==> src/rtl/psx_state_arbiter.sv <==
// psx_state_arbiter: round-robin burst arbiter for the psx_controller input-state port.
// Define PSX_ARB_FRAME_LOCK_EN to hold off grants/beats while a PSX packet is in flight.
module psx_state_arbiter #(
  parameter int unsigned TIMEOUT_CYCLES = 255
) (
  input  logic       clk,
  input  logic       reset,
  input  logic       a_req,
  input  logic [4:0] a_addr,
  input  logic [4:0] a_len,
  input  logic [7:0] a_data,
  input  logic       a_valid,
  output logic       a_ready,
  output logic       a_grant,
  output logic       a_done,
  output logic       a_abort,
  input  logic       b_req,
  input  logic [4:0] b_addr,
  input  logic [4:0] b_len,
  input  logic [7:0] b_data,
  input  logic       b_valid,
  output logic       b_ready,
  output logic       b_grant,
  output logic       b_done,
  output logic       b_abort,
  input  logic       psx_sel,
  output logic [4:0] write_addr,
  output logic [7:0] write_data,
  output logic       write_en,
  output logic       busy
);
  localparam logic [0:0] IDLE = 1'b0;
  localparam logic [0:0] XFER = 1'b1;
  localparam logic [15:0] TO_LAST = 16'(TIMEOUT_CYCLES - 1);

  logic [0:0] state;
  logic       owner_b;
  logic       last_b;
  logic [4:0] addr;
  logic [5:0] remaining;
  logic [15:0] timer;
  logic       sel_ok;
  logic       pick_b;
  logic [4:0] pick_len;
  logic       cur_req;
  logic [7:0] cur_data;
  logic       beat;
  logic       last_beat;
  logic       kill;

`ifdef PSX_ARB_FRAME_LOCK_EN
  logic sel_m;
  logic sel_s;

  always_ff @(posedge clk or posedge reset) begin
    if (reset) begin
      sel_m <= 1'b0;
      sel_s <= 1'b0;
    end else begin
      sel_m <= psx_sel;
      sel_s <= sel_m;
    end
  end

  assign sel_ok = sel_s;
`else
  logic unused_sel;
  assign unused_sel = psx_sel;
  assign sel_ok = 1'b1;
`endif

  assign busy = (state == XFER);
  assign a_grant = busy & ~owner_b;
  assign b_grant = busy & owner_b;
  assign a_ready = a_grant & sel_ok;
  assign b_ready = b_grant & sel_ok;

  // Tie goes to whichever side did not win last time
  assign pick_b = b_req & (~a_req | ~last_b);
  assign pick_len = pick_b ? b_len : a_len;
  assign cur_req = owner_b ? b_req : a_req;
  assign cur_data = owner_b ? b_data : a_data;

  assign beat = (a_ready & a_valid) | (b_ready & b_valid);
  assign last_beat = beat & (remaining == 6'd1);
  assign kill = busy & ~last_beat
              & (~cur_req | (~beat & sel_ok & (timer == TO_LAST)));

  always_ff @(posedge clk or posedge reset) begin
    if (reset) begin
      state      <= IDLE;
      owner_b    <= 1'b0;
      last_b     <= 1'b1;
      addr       <= 5'd0;
      remaining  <= 6'd0;
      timer      <= 16'd0;
      write_addr <= 5'd0;
      write_data <= 8'd0;
      write_en   <= 1'b0;
      a_done     <= 1'b0;
      a_abort    <= 1'b0;
      b_done     <= 1'b0;
      b_abort    <= 1'b0;
    end else begin
      write_en <= beat;
      a_done   <= last_beat & ~owner_b;
      b_done   <= last_beat & owner_b;
      a_abort  <= kill & ~owner_b;
      b_abort  <= kill & owner_b;
      if (beat) begin
        write_addr <= addr;
        write_data <= cur_data;
      end
      unique case (state)
        IDLE: begin
          if (sel_ok & (a_req | b_req)) begin
            state     <= XFER;
            owner_b   <= pick_b;
            last_b    <= pick_b;
            addr      <= pick_b ? b_addr : a_addr;
            remaining <= (pick_len == 5'd0) ? 6'd32 : {1'b0, pick_len};
            timer     <= 16'd0;
          end
        end
        XFER: begin
          // Timer only runs while the bus is free to take a byte
          if (beat) begin
            addr      <= addr + 5'd1;
            remaining <= remaining - 6'd1;
            timer     <= 16'd0;
          end else if (sel_ok) begin
            timer <= timer + 16'd1;
          end
          if (last_beat | kill) state <= IDLE;
        end
        default: state <= IDLE;
      endcase
    end
  end
endmodule

==> config.mk <==
export PLATFORM = sky130hd
export DESIGN_NAME = psx_state_arbiter
export DESIGN_NICKNAME = d
export VERILOG_FILES = /design/src/rtl/psx_state_arbiter.sv
export SDC_FILE = /design/constraint.sdc
export NUM_CORES = 1
export LEC_CHECK = 0
export BUFFER_PORTS_ARGS = -buffer_cell sky130_fd_sc_hd__buf_2
export CORE_UTILIZATION = 53
export DETAILED_ROUTE_END_ITERATION = 6
export MAX_ROUTING_LAYER = met4
export PLACE_DENSITY = 0.83
export SYNTH_ARGS = -nofsm -noshare
export SYNTH_HDL_FRONTEND = slang
export SYNTH_SLANG_ARGS = --single-unit
==> constraint.sdc <==
create_clock -name clk -period 1.9 [get_ports clk]
set_input_delay 0.57 -clock clk [delete_from_list [all_inputs] [get_ports clk]]
set_output_delay 0.57 -clock clk [all_outputs]
set_load 0.03 [all_outputs]
==> results.json, run 1 <==
{
  "status": "completed",
  "antenna_left": 0,
  "multi_input_area_um2": 1340,
  "cp_data_arrival_time_ns": 1.29,
  "cts.sinks": 48,
  "path_class": "reg2out",
  "async_reset_ff_share_pct": 100,
  "rows": 25,
  "die_w_um": 72.9,
  "drc": 0,
  "cts_root_buf": "clkbuf_8",
  "place_area_um2": 3140,
  "ys_ff_latch": 48,
  "grt_pass1_wl_um": 10300,
  "worstHoldPathType": "in2async",
  "track_usage_pct": 25.6,
  "vdd_drop_max_uv": 817,
  "io_pins": 66,
  "cts_max_level": 2,
  "wl_per_cell_um": 15.0,
  "setup_viol": 0,
  "worstSetupStartpointType": "flop",
  "grt_pass1_vias": 2307,
  "initial_core_util_pct": 55.6,
  "yosysWarnings": 0,
  "cts_tree": "yes",
  "layoutNonFillerInstCount": 432,
  "syn_inst": 288,
  "area.growth.synth_to_final_pct": 24.4,
  "postLayoutCellArea_um2": 3310,
  "die_h_um": 72.9,
  "antenna_cells": 0,
  "synth_edf_count": 0,
  "cellPowerDensity_nw_per_um2": 1470,
  "mappedNetlistArea_um2": 2660,
  "routed_wl_um": 6470,
  "first_pass_iters": 4,
  "ys_seq_area_share_pct": 45.2,
  "clockBufferDepth": 2,
  "hold_viol": 0,
  "cts_buffers": 5,
  "grt_overflow": 0,
  "finalMaxSlewViolations": 0,
  "place_congestion": 0.822,
  "skew_ns": 0.00601,
  "crit_path_end_kind": "output pin",
  "path_clk_slew_ns": 0.09,
  "fin_crit_sh_pct": 97.9,
  "fp.dieArea_um2": 5310,
  "syn_area_per_cell_um2": 9.24,
  "dp_cells": 419,
  "layout.nets": 412,
  "dpl.hpwl_um": 4510,
  "portBuffers": 64,
  "postCtsHoldBufs": 0,
  "coreArea_um2": 4790,
  "synth_cell_types": 54,
  "worstMarginPinSlew_ns": 0.459,
  "grt_max_degree": 20,
  "syn_nets": 336,
  "viasPerCell": 5.77,
  "drive_gt1_share_pct": 33.2,
  "max_freq_mhz": 538,
  "drt_iter0_markers": 159,
  "n_fill_cell": 371,
  "period_minus_slack_ns": 1.86,
  "whs_ns": 0.261,
  "clock_latency_ns": 0.30,
  "synthFlopType": "dfrtp_1",
  "ff_latch_area_um2": 1200,
  "antenna_found_initial": 0,
  "drv_cap": 0,
  "leakage_nw": 1.59,
  "relSlewSlack_pct": 69.1,
  "vias": 2492,
  "cp_max_fo": 11,
  "required_ns": 1.33
}
==> placed cells by master, fill, tap and decap left out, drive strengths merged, types with 2 or more instances in the layout <==
cell	synthesis	final
mux2i	10	10
and4	3	3
dfrtp	47	47
nor2	14	14
o32a	2	2
inv	10	10
o22ai	3	3
a21o	5	5
a31oi	6	6
nor2b	2	2
nand2	41	41
mux2	7	7
and3	3	3
nand3	10	10
clkbuf	9	5
nor3b	2	2
nand4	7	7
a21oi	11	11
or4	4	4
o21ai	28	28
and2	3	3
or2	2	2
a41oi	3	3
o211ai	2	2
nor4b	2	2
clkinvlp	0	2
nor3	9	9
nor4	6	6
ha	5	5
buf	9	87
or3	5	5
a211o	4	4
==> final cells by class <==
cell class / instances / share of cell area [%]
Multi-Input combinational cell: 212 / 40.6
Clock buffer: 5 / 2.08
Clock inverter: 3 / 1.40
Tap cell: 67 / 2.53
Sequential cell: 48 / 36.4
Inverter: 10 / 1.25
Timing Repair Buffer: 87 / 15.8
==> routing by layer <==
| metal | track usage (%) | vias up | part of all wire, % | routed length [um] |
|---|---|---|---|---|
| met5 | - | - | 0 | 0 |
| met4 | 9.37 | 0 | 0.91 | 59 |
| met3 | 4.28 | 6 | 3.9 | 251 |
| met2 | 41.7 | 79 | 51 | 3300 |
| met1 | 32.0 | 1197 | 44 | 2850 |
| li1 | - | 1210 | - | - |
==> synth_stat cells, types with 6 or more instances <==
cell,instances,area [um2]
a21oi_1,10,50.1
a31oi_1,6,37.5
clkbuf_1,9,33.8
dfrtp_1,47,1180
inv_1,10,37.5
mux2_2,7,78.8
mux2i_1,10,100
nand2_1,41,154
nand3_1,9,45.0
nand4_1,7,43.8
nor2_1,14,52.6
nor3_1,9,45.0
nor4_1,6,37.5
o21ai_0,27,135
==> state kept, by name, indices dropped and copies added, names as in the netlist <==
register / count
write_data: 8
a_abort: 1
remaining: 6
b_done: 1
write_addr: 5
addr: 5
busy: 1
timer: 16
b_abort: 1
a_done: 1
write_en: 1
last_b: 1
owner_b: 1
==> cells by family (layout without fill, tap and decap cells) <==
logic type	Yosys count	after routing	share of synthesized area (%)
XOR/XNOR	1	1	0.329
multiplexers	17	17	6.72
AND/OR/NAND/NOR	114	114	22.3
buffers and inverters	28	105	4.70
AO/OA/AOI/OAI	75	75	18.4
flip-flops	48	48	45.2
adder cells (fa/ha/maj)	5	5	2.35
==> critical path, cell delays in order (launching register included) <==
cell and delay, ns:
dfrtp_2 0.51, clkinvlp_4 0.18, nor2_4 0.10, buf_2 0.20
==> where the power goes <==
| group | internal [mW] | switching [mW] |
|---|---|---|
| clock | 0.397 | 0.355 |
| combinational | 0.988 | 1.45 |
| sequential | 1.37 | 0.313 |
==> stage by stage <==
step / setup slack (ns) / utilization, % / total power [mW] / setup TNS (ns)
3_5_place_dp: 0.0314 / 65.5 / 3.94 / 0
2_1_floorplan: 0.0156 / - / 3.29 / 0
3_3_place_gp: 0.0588 / 65.5 / 3.86 / 0
4_1_cts: 0.000637 / 68.3 / 4.75 / 0
5_1_grt: -0.0203 / 69.2 / 5.18 / -0.0370
6_report: 0.0402 / 69.2 / 4.87 / 0
==> final timing paths <==
check	start	endpoint	slack, ns	cells after the start
setup / recovery	busy	a_ready	0.04	3
hold / removal	reset	addr[1]	0.26	2
setup reg to reg	timer[0]	timer[14]	0.11	5
hold reg to reg	write_data[7]	write_data[7]	0.48	2
max in group asynchronous	reset	busy	1.08	3
min in group clk	write_data[7]	write_data[7]	0.48	2
==> timing repair <==
action	in CTS	in global routing
buffers inserted	1	4
gates resized for setup	3	6
setup endpoints to repair	4	4
gates cloned	0	0
pin swaps	0	0
(Power assumes the default switching activity.)
==> inputs of run 2 (changes only) <==
--- a/config.mk
+++ b/config.mk
@@ -5,6 +5,7 @@
 export SDC_FILE = /design/constraint.sdc
 export NUM_CORES = 1
 export LEC_CHECK = 0
+export ABC_AREA = 1
 export BUFFER_PORTS_ARGS = -buffer_cell sky130_fd_sc_hd__buf_2
 export CORE_UTILIZATION = 53
 export DETAILED_ROUTE_END_ITERATION = 6
==> run 2 against run 1 <==
Net effect:
- combinational power is 5% lower
- clock skew shrank 0.00077 ns
- power shrank 5.9%
- largest cell class unchanged
- synthesized cell count increased by 28%
- clock-buffer cell count grew 1
==> results.json, run 2 <==
{
  "drc": 0,
  "rsz0062_at_grt": "no",
  "layout.nets": 480,
  "track_usage_pct": 26.6,
  "period_minus_slack_ns": 1.81,
  "syn_area_per_cell_um2": 7.40,
  "leakage_nw": 1.59,
  "path_class": "reg2out",
  "required_ns": 1.33,
  "worstSetupStartpointType": "flop",
  "cts_tree": "yes",
  "cts.sinks": 48,
  "dpl.hpwl_um": 4630,
  "top_register": "timer",
  "antenna_found_initial": 0,
  "first_pass_iters": 4,
  "grt_overflow": 0,
  "drive_gt1_share_pct": 22.6,
  "cellPowerDensity_nw_per_um2": 1440,
  "largest_register_ffs": 16,
  "final_common_cell": "nand2_1",
  "routed_wl_um": 6300,
  "place_congestion": 0.900,
  "crit_path_end_kind": "output pin",
  "slowest_delay_ns": 0.42,
  "io_pins": 66,
  "p_clk_share_pct": 13.4,
  "switching_power_mw": 2.20,
  "drt_iter0_markers": 138,
  "die_w_um": 73.7,
  "synth_edf_count": 0,
  "cp_data_arrival_time_ns": 1.24,
  "synthFlopType": "dfrtp_1",
  "grt_max_degree": 34,
  "rows": 25,
  "postCtsHoldBufs": 0,
  "cp_max_fo": 13,
  "worstMarginPinSlew_ns": 0.373,
  "yosys-top-cells-count": "nand2_1, dfrtp_1, nor2_1",
  "worstPathCellList": "buf_6 -> nand2_1 -> inv_2 -> buf_2",
  "viasPerCell": 5.21,
  "synth_cell_types": 32,
  "relSlewSlack_pct": 75.1,
  "fin_crit_sh_pct": 95.1,
  "area.growth.synth_to_final_pct": 17.2,
  "max_freq_mhz": 554,
  "dp_slack_ns": 0.176,
  "path_buf_inv": 3,
  "path_clk_slew_ns": 0.09,
  "antenna_left": 0,
  "worstHoldPathType": "in2async",
  "seqPwrFrac_pct": 36.0,
  "clockBufferDepth": 2,
  "hold_viol": 0,
  "setup_slack_ns": 0.0935,
  "setup_viol": 0,
  "async_reset_ff_share_pct": 100,
  "portBuffers": 64,
  "antenna_cells": 0,
  "cts_max_level": 2,
  "syn_nets": 416,
  "mappedNetlistArea_um2": 2720,
  "grt_pass1_wl_um": 10700,
  "cts_root_buf": "clkbuf_8",
  "skew_ns": 0.00523,
  "combPwrFrac_pct": 50.6,
  "yosysWarnings": 0,
  "initial_core_util_pct": 56.5,
  "critPathSlowestCell": "dfrtp_2",
  "synth_top_area_cell": "dfrtp_1",
  "synth.area.top_cells": "dfrtp_1, nand2_1, nor2_1, o21ai_0, inv_1",
  "die_h_um": 73.7,
  "finalMaxSlewViolations": 0,
  "fp.dieArea_um2": 5430,
  "yosysMostFrequentCell": "nand2_1",
  "drv_cap": 0,
  "coreArea_um2": 4820,
  "p_sw_share_pct": 48.1,
  "power.internal_mw": 2.38,
  "wl_per_cell_um": 12.6,
  "cts_buffers": 5,
  "grt_pass1_vias": 2396,
  "reg_top3": "timer: 16 flops, write_data: 8 flops, remaining: 6 flops",
  "vias": 2607,
  "ys_seq_area_share_pct": 44.2,
  "critPathTopFamily": "buffers and inverters",
  "fin_tns_setup_ns": 0,
  "vdd_drop_max_uv": 627,
  "ys_ff_latch": 48,
  "status": "completed",
  "clock_latency_ns": 0.31,
  "final_cell_mix": "nand2_1, buf_2, nor2_1, dfrtp_1",
  "yosys.area.top_type_share_pct": 43.2,
  "syn_inst": 368
}
==> run 2: changes by cell type after synthesis, sizes merged, moves of 4 or more <==
cell / delta
or4: -4
nor2: +35
inv: +26
nor4: -6
nand2: +67
a21o: -5
o21ai: +16
clkbuf: -6
mux2: -7
nand3: +13
a211o: -4
mux2i: -10
nor3: -4
or3: -5
==> run 2: per-stage QoR <==
step | total power, mW | std cells | util, % | hold WS, ns | area (um2)
final | 4.58 | 500 | 66.3 | 0.231 | 3190
after global routing | 4.96 | 500 | 66.3 | 0.258 | 3190
after global placement | 3.90 | 492 | 64.4 | 0.465 | 3100
after floorplan | 3.42 | 368 | - | 0.453 | 2730
after CTS | 4.58 | 500 | 66.2 | 0.241 | 3190
after detailed placement | 3.97 | 492 | 64.4 | 0.471 | 3100
==> run 2: kinds of logic after synthesis <==
group	count (synthesis)	share of synthesized area [%]
AOI/OAI and AO/OA	66	12.9
adders and majority gates	5	2.30
DFF	48	44.2
buffers and inverters	50	8.64
xor gates and xnor gates	5	1.61
and+or+nand+nor	194	30.4
==> run 2: power groups by stage <==
stage / Clock [mW] / Combinational, mW / Sequential, mW
floorplan: 0 / 1.48 / 1.94
global placement: 0 / 2.25 / 1.65
detailed placement: 0 / 2.31 / 1.67
CTS: 0.615 / 2.32 / 1.65
finish: 0.613 / 2.32 / 1.65
global route: 0.660 / 2.60 / 1.71
==> run 2: layer usage <==
| layer | wire length [um] | track usage, % | vias up | part of all wire (%) |
|---|---|---|---|---|
| met5 | 0 | - | - | 0 |
| met4 | 85 | 8.76 | 0 | 1.3 |
| met3 | 365 | 4.25 | 9 | 5.8 |
| met2 | 3090 | 42.7 | 77 | 49 |
| met1 | 2760 | 34.3 | 1208 | 44 |
| li1 | - | - | 1313 | - |
==> run 2: worst reg2reg max path: stages, from the launching register on <==
cell and delay, ns:
dfrtp_1 0.54, nand3_1 0.14, nand2_2 0.11, inv_2 0.11, nand2_2 0.27, inv_1 0.16, a21oi_1 0.16, a21oi_1 0.07
==> run 2: repair_timing <==
action	in CTS	in global routing
setup buffers	0	0
resized for setup	0	1
endpoints found under the setup margin	0	2
==> run 2: final cells by class <==
class / count / area (um2)
fillers: 432 / 1630
multi-input cells: 270 / 1290
flip-flops and latches: 48 / 1200
repair buffers: 71 / 389
inverters: 36 / 138
well taps: 67 / 83.8
clock buffers: 6 / 72.6
clock inverters: 2 / 12.5
==> run 2: final timing paths <==
check	to	start	cells past startpoint	slack, ns
min in group clk	last_b	last_b	2	0.48
max in group asynchronous	last_b	reset	3	1.11
worst min-delay path	remaining[4]	reset	2	0.23
worst max register to register	addr[0]	owner_b	7	0.23
worst max-delay path	b_ready	busy	4	0.09
worst min register to register	last_b	last_b	2	0.48
==> inputs of run 3 (changes only) <==
--- a/config.mk
+++ b/config.mk
@@ -7,10 +7,10 @@
 export LEC_CHECK = 0
 export ABC_AREA = 1
 export BUFFER_PORTS_ARGS = -buffer_cell sky130_fd_sc_hd__buf_2
-export CORE_UTILIZATION = 53
+export CORE_UTILIZATION = 35
 export DETAILED_ROUTE_END_ITERATION = 6
 export MAX_ROUTING_LAYER = met4
-export PLACE_DENSITY = 0.83
+export PLACE_DENSITY = 0.6
 export SYNTH_ARGS = -nofsm -noshare
 export SYNTH_HDL_FRONTEND = slang
 export SYNTH_SLANG_ARGS = --single-unit
==> run 3 against run 2 <==
Net effect:
- critical path depth is 1 lower
- non-clock buffer count is 2 higher
- clock-buffer cell count up 1
- critical path type unchanged
- critical endpoint unchanged
- highest routed layer unchanged
==> results.json, run 3 (same netlist as run 2, synthesis figures left out) <==
{
  "grt_max_degree": 34,
  "seqPwrFrac_pct": 34.8,
  "power.internal_mw": 2.60,
  "p_clk_share_pct": 16.7,
  "worstSetupStartpointType": "flop",
  "grt_pass1_wl_um": 10800,
  "worstHoldPathType": "in2async",
  "top_register": "timer",
  "critPathSlowestCell": "dfrtp_2",
  "grt_pass1_vias": 2327,
  "path_class": "reg2out",
  "wl_per_cell_um": 11.7,
  "period_minus_slack_ns": 1.71,
  "fin_crit_sh_pct": 90.1,
  "status": "completed",
  "initial_core_util_pct": 36.9,
  "p_sw_share_pct": 45.4,
  "layout.nets": 482,
  "path_buf_inv": 2,
  "cts_buffers": 5,
  "antenna_found_initial": 0,
  "cts_max_level": 2,
  "vdd_drop_max_uv": 442,
  "rows": 31,
  "whs_ns": 0.243,
  "finalMaxSlewViolations": 0,
  "worstPathCellList": "nand2_1 -> inv_2 -> buf_2",
  "drv_cap": 0,
  "portBuffers": 64,
  "skew_ns": 0.00620,
  "coreArea_um2": 7370,
  "multi_input_area_um2": 1290,
  "slowest_delay_ns": 0.51,
  "antenna_left": 0,
  "die_w_um": 90.2,
  "vias": 2488,
  "setup_slack_ns": 0.188,
  "total_power_mw": 4.77,
  "relSlewSlack_pct": 74.4,
  "cellPowerDensity_nw_per_um2": 1450,
  "path_clk_slew_ns": 0.09,
  "ff_latch_area_um2": 1200,
  "cts.sinks": 48,
  "rsz0062_at_grt": "no",
  "drive_gt1_share_pct": 23.4,
  "first_pass_iters": 4,
  "clock_latency_ns": 0.29,
  "area.growth.synth_to_final_pct": 20.7,
  "largest_register_ffs": 16,
  "dpl.hpwl_um": 4700,
  "leakage_nw": 1.62,
  "cts_root_buf": "clkbuf_8",
  "hold_viol": 0,
  "final_common_cell": "nand2_1",
  "fp.dieArea_um2": 8140,
  "die_h_um": 90.2,
  "routed_wl_um": 6230,
  "combPwrFrac_pct": 48.5,
  "drc": 0,
  "cts_tree": "yes",
  "switching_power_mw": 2.17,
  "max_freq_mhz": 584,
  "fin_tns_setup_ns": 0,
  "antenna_cells": 0,
  "viasPerCell": 4.66,
  "clockBufferDepth": 2,
  "track_usage_pct": 16.8,
  "worstMarginPinSlew_ns": 0.384,
  "final_cell_mix": "nand2_1, buf_2, nor2_1, dfrtp_1",
  "grt_overflow": 0,
  "cp_data_arrival_time_ns": 1.14,
  "drt_iter0_markers": 118,
  "place_congestion": 0.861,
  "reg_top3": "timer: 16 flops, write_data: 8 flops, remaining: 6 flops",
  "io_pins": 66,
  "n_fill_cell": 784,
  "required_ns": 1.33,
  "setup_viol": 0,
  "dp_slack_ns": 0.167,
  "cp_max_fo": 11,
  "postCtsHoldBufs": 0,
  "critPathTopFamily": "flip-flops",
  "crit_path_end_kind": "output pin"
}
run 3: cell types whose count changed in the layout (fill, tap and decap cells not counted):
| cell | before | now |
|---|---|---|
| dfrtp_2 | 1 | 2 |
| dfrtp_1 | 46 | 45 |
| clkinvlp_4 | 1 | 0 |
| bufinv_16 | 0 | 1 |
| clkbuf_1 | 1 | 0 |
| clkbuf_8 | 5 | 7 |
| buf_6 | 1 | 0 |
| clkinv_2 | 1 | 0 |
| buf_4 | 5 | 8 |
run 3: path summary, 6_finish.rpt:
path / start / cells past startpoint / end / slack, ns
max: owner_b / 3 / b_ready / 0.19
min: reset / 2 / write_data[3] / 0.24
max reg2reg: owner_b / 8 / addr[0] / 0.30
min reg2reg: write_addr[2] / 2 / write_addr[2] / 0.47
max in group asynchronous: reset / 3 / owner_b / 1.15
min in group clk: write_addr[2] / 2 / write_addr[2] / 0.47
run 3: final cells by class:
type | count | share of cell area, %
Multi-Input combinational cell | 270 | 39.3
Timing Repair Buffer | 73 | 12.2
Clock inverter | 1 | 0.914
Clock buffer | 7 | 2.93
Sequential cell | 48 | 36.7
Tap cell | 99 | 3.77
Inverter | 36 | 4.19
run 3: repair_timing:
action,in CTS,in global routing
resized for setup,0,1
endpoints found under the setup margin,0,6
buffers inserted,0,2
run 3: power groups by stage:
stage          combinational (mW)  sequential (mW)  clock, mW
2_1_floorplan                1.48             1.94          0
3_3_place_gp                 2.26             1.70          0
3_5_place_dp                 2.28             1.71          0
4_1_cts                      2.29             1.69      0.828
5_1_grt                      2.61             1.71      0.880
6_report                     2.31             1.66      0.798
run 3: metrics by stage:
step | utilization, % | area, um2 | instances
finish | 44.6 | 3290 | 534
global placement | 42.6 | 3140 | 524
CTS | 44.4 | 3270 | 532
global route | 44.6 | 3290 | 534
detailed placement | 42.6 | 3140 | 524
floorplan | - | 2730 | 368
run 3: metal layers:
layer  GRT usage (%)  wire length, um  vias up
met4            4.57               65        0
met1            22.0             3040     1101
met5               -                0        -
met2            26.7             2890       59
met3            3.13              241        7
li1                -                -     1321
